===== src/rtl/imm_pkg.sv =====
// Shared encodings for the decode stage: ImmSel codes and the RV32I opcodes that select them.
package imm_pkg;

    localparam logic [3:0] IMM_I    = 4'b0000;
    localparam logic [3:0] IMM_S    = 4'b0001;
    localparam logic [3:0] IMM_B    = 4'b0010;
    localparam logic [3:0] IMM_J    = 4'b0100;
    localparam logic [3:0] IMM_U    = 4'b1000;
    localparam logic [3:0] IMM_NONE = 4'b1100;

    localparam logic [6:0] OPC_LOAD   = 7'b0000011;
    localparam logic [6:0] OPC_OP_IMM = 7'b0010011;
    localparam logic [6:0] OPC_JALR   = 7'b1100111;
    localparam logic [6:0] OPC_SYSTEM = 7'b1110011;
    localparam logic [6:0] OPC_STORE  = 7'b0100011;
    localparam logic [6:0] OPC_BRANCH = 7'b1100011;
    localparam logic [6:0] OPC_JAL    = 7'b1101111;
    localparam logic [6:0] OPC_LUI    = 7'b0110111;
    localparam logic [6:0] OPC_AUIPC  = 7'b0010111;
    localparam logic [6:0] OPC_OP     = 7'b0110011;

endpackage


===== src/rtl/imm_gen.sv =====
// Immediate generator: formats instr[31:7] into a 32-bit immediate according to ImmSel.
module imm_gen
    import imm_pkg::*;
(
    input  logic [24:0] instr_i,
    input  logic [3:0]  imm_sel_i,
    output logic [31:0] imm_o
);

    // instr_i[k] carries instruction bit k+7
    always_comb begin
        imm_o = '0;
        case (imm_sel_i)
            IMM_I: imm_o = {{20{instr_i[24]}}, instr_i[24:13]};
            IMM_S: imm_o = {{20{instr_i[24]}}, instr_i[24:18], instr_i[4:0]};
            IMM_B: imm_o = {{20{instr_i[24]}}, instr_i[0], instr_i[23:18], instr_i[4:1], 1'b0};
            IMM_J: imm_o = {{12{instr_i[24]}}, instr_i[12:5], instr_i[13], instr_i[23:14], 1'b0};
            IMM_U: imm_o = {instr_i[24:5], 12'h000};
            default: imm_o = '0;
        endcase
    end

endmodule


===== src/rtl/imm_sel_decode.sv =====
// Combinational opcode decode into ImmSel plus branch/jal/illegal flags.
module imm_sel_decode
    import imm_pkg::*;
(
    input  logic [6:0] opcode_i,
    output logic [3:0] imm_sel_o,
    output logic       is_branch_o,
    output logic       is_jal_o,
    output logic       illegal_o
);

    always_comb begin
        imm_sel_o   = IMM_NONE;
        is_branch_o = 1'b0;
        is_jal_o    = 1'b0;
        illegal_o   = 1'b0;
        case (opcode_i)
            OPC_LOAD, OPC_OP_IMM, OPC_JALR, OPC_SYSTEM: imm_sel_o = IMM_I;
            OPC_STORE:                                  imm_sel_o = IMM_S;
            OPC_BRANCH: begin
                imm_sel_o   = IMM_B;
                is_branch_o = 1'b1;
            end
            OPC_JAL: begin
                imm_sel_o = IMM_J;
                is_jal_o  = 1'b1;
            end
            OPC_LUI, OPC_AUIPC:                         imm_sel_o = IMM_U;
            OPC_OP:                                     imm_sel_o = IMM_NONE;
            default:                                    illegal_o = 1'b1;
        endcase
    end

endmodule


===== src/rtl/imm_decode_stage.sv =====
// Decode stage: opcode decode, immediate generation, early PC+imm target and the ID/EX register
// behind a valid/ready handshake with flush.
module imm_decode_stage
    import imm_pkg::*;
#(
    parameter int XLEN = 32
) (
    input  logic            i_clk,
    input  logic            i_reset,
    input  logic            i_valid,
    output logic            o_ready,
    input  logic [31:0]     i_instr,
    input  logic [XLEN-1:0] i_pc,
    input  logic            i_flush,
    input  logic            i_ready,
    output logic            o_valid,
    output logic [XLEN-1:0] o_imm,
    output logic [3:0]      o_imm_sel,
    output logic [XLEN-1:0] o_pc,
    output logic [XLEN-1:0] o_target,
    output logic            o_is_branch,
    output logic            o_is_jal,
    output logic            o_illegal
);

    logic [3:0]      dec_sel;
    logic            dec_branch, dec_jal, dec_illegal;
    logic [XLEN-1:0] gen_imm;
    logic [XLEN-1:0] gen_target;

    logic            valid_q, valid_d;
    logic [XLEN-1:0] imm_q, imm_d, pc_q, pc_d, target_q, target_d;
    logic [3:0]      sel_q, sel_d;
    logic            branch_q, branch_d, jal_q, jal_d, illegal_q, illegal_d;
    logic            accept, drain;

    imm_sel_decode u_dec (
        .opcode_i    (i_instr[6:0]),
        .imm_sel_o   (dec_sel),
        .is_branch_o (dec_branch),
        .is_jal_o    (dec_jal),
        .illegal_o   (dec_illegal)
    );

    imm_gen u_gen (
        .instr_i   (i_instr[31:7]),
        .imm_sel_i (dec_sel),
        .imm_o     (gen_imm)
    );

    assign gen_target = i_pc + gen_imm;

    // ready looks only at downstream and the held entry, never at i_valid
    assign o_ready = !valid_q || i_ready;
    assign accept  = i_valid && o_ready;
    assign drain   = valid_q && i_ready;

    always_comb begin
        valid_d   = valid_q;
        imm_d     = imm_q;
        sel_d     = sel_q;
        pc_d      = pc_q;
        target_d  = target_q;
        branch_d  = branch_q;
        jal_d     = jal_q;
        illegal_d = illegal_q;
        if (i_flush) begin
            valid_d = 1'b0;
        end else if (accept) begin
            valid_d   = 1'b1;
            imm_d     = gen_imm;
            sel_d     = dec_sel;
            pc_d      = i_pc;
            target_d  = gen_target;
            branch_d  = dec_branch;
            jal_d     = dec_jal;
            illegal_d = dec_illegal;
        end else if (drain) begin
            valid_d = 1'b0;
        end
    end

    always_ff @(posedge i_clk) begin
        if (i_reset) begin
            valid_q   <= 1'b0;
            imm_q     <= '0;
            sel_q     <= IMM_NONE;
            pc_q      <= '0;
            target_q  <= '0;
            branch_q  <= 1'b0;
            jal_q     <= 1'b0;
            illegal_q <= 1'b0;
        end else begin
            valid_q   <= valid_d;
            imm_q     <= imm_d;
            sel_q     <= sel_d;
            pc_q      <= pc_d;
            target_q  <= target_d;
            branch_q  <= branch_d;
            jal_q     <= jal_d;
            illegal_q <= illegal_d;
        end
    end

    assign o_valid     = valid_q;
    assign o_imm       = imm_q;
    assign o_imm_sel   = sel_q;
    assign o_pc        = pc_q;
    assign o_target    = target_q;
    assign o_is_branch = branch_q;
    assign o_is_jal    = jal_q;
    assign o_illegal   = illegal_q;

endmodule


===== config.mk =====
export PLATFORM = sky130hd
export DESIGN_NAME = imm_decode_stage
export DESIGN_NICKNAME = d
export VERILOG_FILES = /design/src/rtl/imm_pkg.sv /design/src/rtl/imm_gen.sv /design/src/rtl/imm_sel_decode.sv /design/src/rtl/imm_decode_stage.sv
export SDC_FILE = /design/constraint.sdc
export NUM_CORES = 1
export LEC_CHECK = 0
export ABC_AREA = 1
export BUFFER_PORTS_ARGS = -buffer_cell sky130_fd_sc_hd__buf_4
export CAP_MARGIN = 20
export CORE_MARGIN = 2
export CORE_UTILIZATION = 59
export CTS_BUF_LIST = sky130_fd_sc_hd__clkbuf_8
export DETAILED_ROUTE_END_ITERATION = 12
export GPL_TIMING_DRIVEN = 0
export PLACE_DENSITY_LB_ADDON = 0.12
export SLEW_MARGIN = 20
export SYNTH_ARGS = -nofsm -noshare
export SYNTH_HDL_FRONTEND = slang
export SYNTH_SLANG_ARGS = --single-unit

===== constraint.sdc =====
create_clock -name i_clk -period 6.07 [get_ports i_clk]
set_clock_uncertainty 0.05 [all_clocks]
set_input_delay 0.9105 -clock i_clk [delete_from_list [all_inputs] [get_ports i_clk]]
set_output_delay 0.9105 -clock i_clk [all_outputs]
set_load 0.005 [all_outputs]

# [After elaboration in Yosys (flattened, before gate mapping)]
# Cells that the tools add are included.
[word_totals] ff_bits=104 input_bits=69 out_inout_bits=105 word_cells=42
[op_classes] n_addsub=1 n_eq_ne=14 n_mux=7 bitwise_logic=1 reduce_logical=11
[op_table] cell="one-hot mux 32 bit (5 select lines)" count=1
[op_table] cell="adder 32 bit" count=1
[op_table] cell="== test 7 bit, second input constant" count=4
[op_table] cell="== test 7 x 6 -> 1 bit, second input constant" count=3
[op_table] cell="one-hot mux 4 bit (5 select lines)" count=1
[op_table] cell="== test 7 x 5 -> 1 bit, second input constant" count=2
[op_table] cell="OR reduction 10 bit" count=1
[op_table] cell="== test 7 x 2 -> 1 bit, second input constant" count=1
[op_table] cell="2-to-1 mux 1 bit" count=5
[op_table] cell="== test 4 x 1 -> 1 bit, second input constant" count=1
[op_table] cell="== test 4 x 2 -> 1 bit, second input constant" count=1
[op_table] cell="== test 4 x 3 -> 1 bit, second input constant" count=1
[op_table] cell="== test 4 bit, second input constant" count=1
[op_table] cell="zero test 4 bit" count=1
[op_table] cell="OR reduction 2 bit" count=2
[op_table] cell="OR reduction 4 bit" count=1
[op_table] cell="logical AND 1 bit" count=2
[op_table] cell="AND reduction 2 bit" count=1
[op_table] cell="nonzero test 2 bit" count=1
[op_table] cell="zero test 1 bit" count=1
[op_table] cell="logical OR 1 bit" count=1
[op_table] cell="NOT 1 bit" count=1

# [Longest topological paths before layout]
[depth] word_depth=6 depth_mapped=23 ltp_nobuf=22

# [Cells and area by module]
# Synthesis repeated with hierarchy kept, for this count alone.
[unflattened] cells_unflattened=1128 hier_area_um2=6766.5
[modules_own_cells] mod="imm_decode_stage" n_inst=1 cells_each=986 area_each_um2=6120.9 seq_area_each_um2=2082.0
[modules_own_cells] mod="imm_gen" n_inst=1 cells_each=98 area_each_um2=442.9 seq_area_each_um2=0.0
[modules_own_cells] mod="imm_sel_decode" n_inst=1 cells_each=44 area_each_um2=202.7 seq_area_each_um2=0.0

# [Worst setup path after synthesis]
# No wires, ideal clock.
[synth_timing] path_type="input port to flip-flop" start="in i_instr[4]" end="reg target_q[16] (netlist: o_target[16])" setup_time_ns=0.115 arrival_ns=3.014 required_time_ns=5.905 slack_ns=2.891 cell_stages=20 path_buffers=0 cell_sequence="inv_1 nand2_1 nor2_4 nand2_1 nand2_2 inv_1 o21ai_0 ha_1 inv_1 fa_1 inv_1 nand3_1 nand3_1 nand2_1 nand3_1 nand2_1 nand2_1 nor2_1 o21ai_0 inv_1"
[synth_via] elab_chain_cells=6 word_cells_on_any_way=19 classes_between="add/sub (1); eq/ne (13); mux (2); reduce/logical (3)"
[synth_rtl] element="from (decl)" line="imm_decode_stage.sv:12" text="input logic [31:0] i_instr,"
[synth_rtl] element="== test 7 x 2 -> 1 bit, or another cell as far along" line="imm_sel_decode.sv:17" text="case (opcode_i)"
[synth_rtl] element="OR reduction 4 bit / OR reduction 2 bit (equally long branches)"
[synth_rtl] element="one-hot mux 4 bit (5 select lines) (*)" line="imm_sel_decode.sv:17"
[synth_rtl] element="== test 4 bit, or another cell as far along" line="imm_gen.sv:13" text="case (imm_sel_i)"
[synth_rtl] element="one-hot mux 32 bit (5 select lines) (*)" line="imm_gen.sv:13"
[synth_rtl] element="net gen_imm[0]" line="imm_decode_stage.sv:28" text="logic [XLEN-1:0] gen_imm;"
[synth_rtl] element="adder 32 bit (*)" line="imm_decode_stage.sv:51" text="assign gen_target = i_pc + gen_imm;"
[synth_rtl] element="to (signal assigned)" line="imm_decode_stage.sv:98" text="target_q <= target_d;"
[synth_rtl] element="to (decl)" line="imm_decode_stage.sv:32" text="logic [XLEN-1:0] imm_q, imm_d, pc_q, pc_d, target_q, target_d;"
# Mark *: on every way through the listed nets, which the timed path passes. The rest lies on a longest branch.
# A chain may end at the register's enable or synchronous reset.

# [Worst setup path in the final report]
[layout_timing] start="in i_instr[3]" end="reg target_q[20] (netlist: o_target[20])"
# The elaborated chain is that of the path after synthesis.

==> out/results.txt <==
Initial antenna violation count: 0
Yosys Warn Count: 0
Total global routing overflow: 0
Clock network latency to the later pin of the worst-skew pair: 0.39 ns
Effective utilization at floorplan: 60.62%
Hold buffer count at CTS: 0
Clock tree from TritonCTS: yes
Final setup violation count: 0
Width of the die: 109.5 um
Clock sinks: 104
Endpoint kind of the worst setup timing path: register
Die area: 12,000 um^2
Netlist area before placement: 6571 um^2
Leakage power figure: 0.004857 uW
Number of antenna diodes: 0
Port Buffer Count: 172
DP Wirelength: 16,750 um
# nets final: 1,374
Synth Area in Simple Gates: 35.42%
Reg-to-reg slack, setup: 3.86 ns
Inserted Clock Buffers: 9
Max capacitance violation total: 0
VDD IR max: 0.0002051 V
Combinational family with the most area after synthesis: simple AND/OR/NAND/NOR gates
Post-synthesis cell type count: 33
Instance count of the mapped netlist: 1,090
Highest fanout seen on the critical path: 5
Critical Path End: o_target[20]$_SDFFE_PP0P_
Async S/R FF share, synth: 0%
Total power divided by cell area: 184.2 nW/um^2
Violation count after the first detailed-route iteration: 499
DRC viols: 0
Synth Net Count: 1,191
Chip Height: 109.5 um
Count of nets left with antenna violations after detail routing: 0
Crit Path Category: in2reg
Peak Freq: 277.0 MHz
Final routed wire length divided by cell count: 14.82 um
Summed area of non-filler cells in the final layout: 8209 um^2
Crit share post-route: 59.48%
Critical R2R Launch: o_valid$_SDFFE_PP0P_
Biggest area contributors in the synthesized netlist: dfxtp_1, nand2_1, nor2_1, inv_1, ha_1
Final GP Congestion: 1.030
Number of standard-cell rows in the floorplan: 38
Core footprint: 10,840 um^2
Post-synth EDFFs: 0
Final count of pins violating max slew: 0
DP Area: 8038 um^2
Ratio of cells with drive above 1 in the final layout: 17.53%
Endpoints failing hold: 0
Post-layout power: 1512 uW
Buffer depth of the longest clock path: 2
Number of register bits inferred by synthesis: 104
Depth of the most critical reg-to-reg path: 7
Post-Place Worst Slack: 2.168 ns
Worst Path Arrival: 3.85 ns
Overall global routing resource usage: 35.26%
Worst setup path startpoint: i_instr[3]
Global-route wire length before repair: 32,120 um
Post-synthesis share of cell area spent on xor and xnor gates: 1.733%
Share of synthesized area spent on multiplexers: 0%
Root Buffer Master: clkbuf_8
Accumulated negative setup slack: 0 ns
Path category of the worst min-delay check: reg2reg
Number of post-CTS setup repair buffers: 0
Worst hold slack after final layout: 0.4423 ns
Unrepaired setup endpoints after global routing: no
Required time at the endpoint of the critical path: 6.31 ns
Status: complete, no violations
Startpoint kind of the worst setup timing path: primary input
Maximum number of pins on one net before global-route repair: 18
Compound-cell area share of the yosys netlist: 12.28%
Reg clk slew, reported paths: 0.10 ns
Reg-to-reg critical path endpoint: o_target[15]$_SDFFE_PP0P_
Worst Slack Setup Final: 2.460 ns
Post-cts repair resize count: 0
Area share of the largest cell type after synthesis: 31.68%
Post-detailed-route via-to-cell ratio: 5.164
Via total after detailed routing: 7,323
Time the worst path needs with I/O delays and setup: 3.610 ns
Top-level port count: 174
Avg Cell Area, Syn: 6.029 um^2
Area added between synthesis and finish: 24.92%
Router iterations before antenna repair: 5
Least-Margin Pin Slew: 0.7370 ns
Total length of routed wires: 21,010 um
Number of levels in the clock H-tree: 3
Cell taking the most area after synthesis: dfxtp_1
Sequential area share after synthesis: 31.68%
Number of global-route vias before repair: 6,769
Synth Area in Adders: 6.207%
Fillers: 937
Top flip-flop cell by instance count after synthesis: dfxtp_1
Remaining max-slew budget at the tightest pin: 50.71%
## sequential cells by signal, indices dropped and copies added (netlist names)
name / cells
o_target: 32
o_is_branch: 1
o_illegal: 1
o_is_jal: 1
o_valid: 1
o_pc: 32
o_imm_sel: 4
o_imm: 32
## metal layers
layer / wire [um] / track usage (%)
met5: 0 / 0
met2: 9420 / 58.55
met4: 859 / 17.09
met1: 8930 / 43.91
met3: 1802 / 6.520
## cell type report
class,instances,area (um^2),share of cell area (%)
repair buffers,172,1291,15.73
well taps,140,175.2,2.134
inverters,181,679.4,8.276
flip-flops and latches,104,2082,25.36
multi-input cells,770,3656,44.54
plain buffers,35,153.9,1.875
clock buffers,9,123.9,1.509
clock inverters,7,47.55,0.5792
## worst max-delay path, stage by stage
cell     delay, ns
buf_4         0.12
inv_1         0.06
nand2_1       0.05
nor2_1        0.18
nand2_1       0.11
nand2_2       0.14
inv_1         0.07
o21ai_0       0.34
ha_1          0.31
inv_1         0.07
fa_1          0.41
inv_1         0.09
nand3_1       0.07
nand3_1       0.17
nand2_1       0.09
nand3_1       0.19
nand2_1       0.08
nand2_1       0.11
nor2_1        0.05
o21ai_0       0.15
inv_1         0.06
## Yosys cell counts (3+ instances only)
master      n
a21oi_1    30
buf_2      12
clkbuf_1   20
dfxtp_1   104
ha_1       31
inv_1     178
inv_2       3
nand2_1   263
nand2_2     4
nand3_1    56
nand4_1     6
nor2_1    239
nor3_1      5
o211ai_1    4
o21ai_0    66
o21ai_1    23
o21ai_2    10
o21bai_1    4
xor2_1     13
## stage by stage
stage                     util, %  cells
after detailed placement    74.15   1402
after global routing        75.73   1418
after floorplan                 -   1090
after CTS                   75.73   1418
after global placement      74.15   1402
final                       75.73   1418
## cell families after synthesis
kind of cell / after synthesis
AO/OA/AOI/OAI: 144
AND/OR/NAND/NOR: 581
XOR/XNOR: 13
flip-flops: 104
buffers and inverters: 216
adder cells (fa/ha/maj): 32
## worst min path at each step
stage	startpoint	end	cells past startpoint	slack (ns)
after floorplan	o_is_jal$_SDFFE_PP0P_	o_is_jal$_SDFFE_PP0P_	2	0.41
after global placement	o_imm_sel[3]$_SDFFE_PP1P_	o_imm_sel[3]$_SDFFE_PP1P_	2	0.40
after detailed placement	o_imm_sel[3]$_SDFFE_PP1P_	o_imm_sel[3]$_SDFFE_PP1P_	2	0.41
after CTS	o_imm_sel[3]$_SDFFE_PP1P_	o_imm_sel[3]$_SDFFE_PP1P_	2	0.44
after global routing	o_is_jal$_SDFFE_PP0P_	o_is_jal$_SDFFE_PP0P_	2	0.48
final	o_imm_sel[3]$_SDFFE_PP1P_	o_imm_sel[3]$_SDFFE_PP1P_	2	0.44
## cells in the final DEF (no fill, tap or decap), drive strengths merged
cell type	Yosys	layout
nor3	7	7
nand2	267	267
xor2	13	13
o211ai	4	4
a21oi	30	30
and2	2	2
o21a	1	1
clkinvlp	0	1
o21ai	100	100
nand4	6	6
a211oi	1	1
nand3	56	56
clkinv	0	3
nor3b	1	1
buf	15	187
nor2	242	242
clkbuf	20	29
fa	1	1
inv	181	184
ha	31	31
o21bai	4	4
dfxtp	104	104
a21o	2	2
o2111ai	2	2
## where the power goes
group	total (uW)	internal, uW	switching, uW
logic	358	155	203
clock network	402	150	252
registers	752	728	24.5
total	1510	1030	480
(Power assumes the default switching activity.)
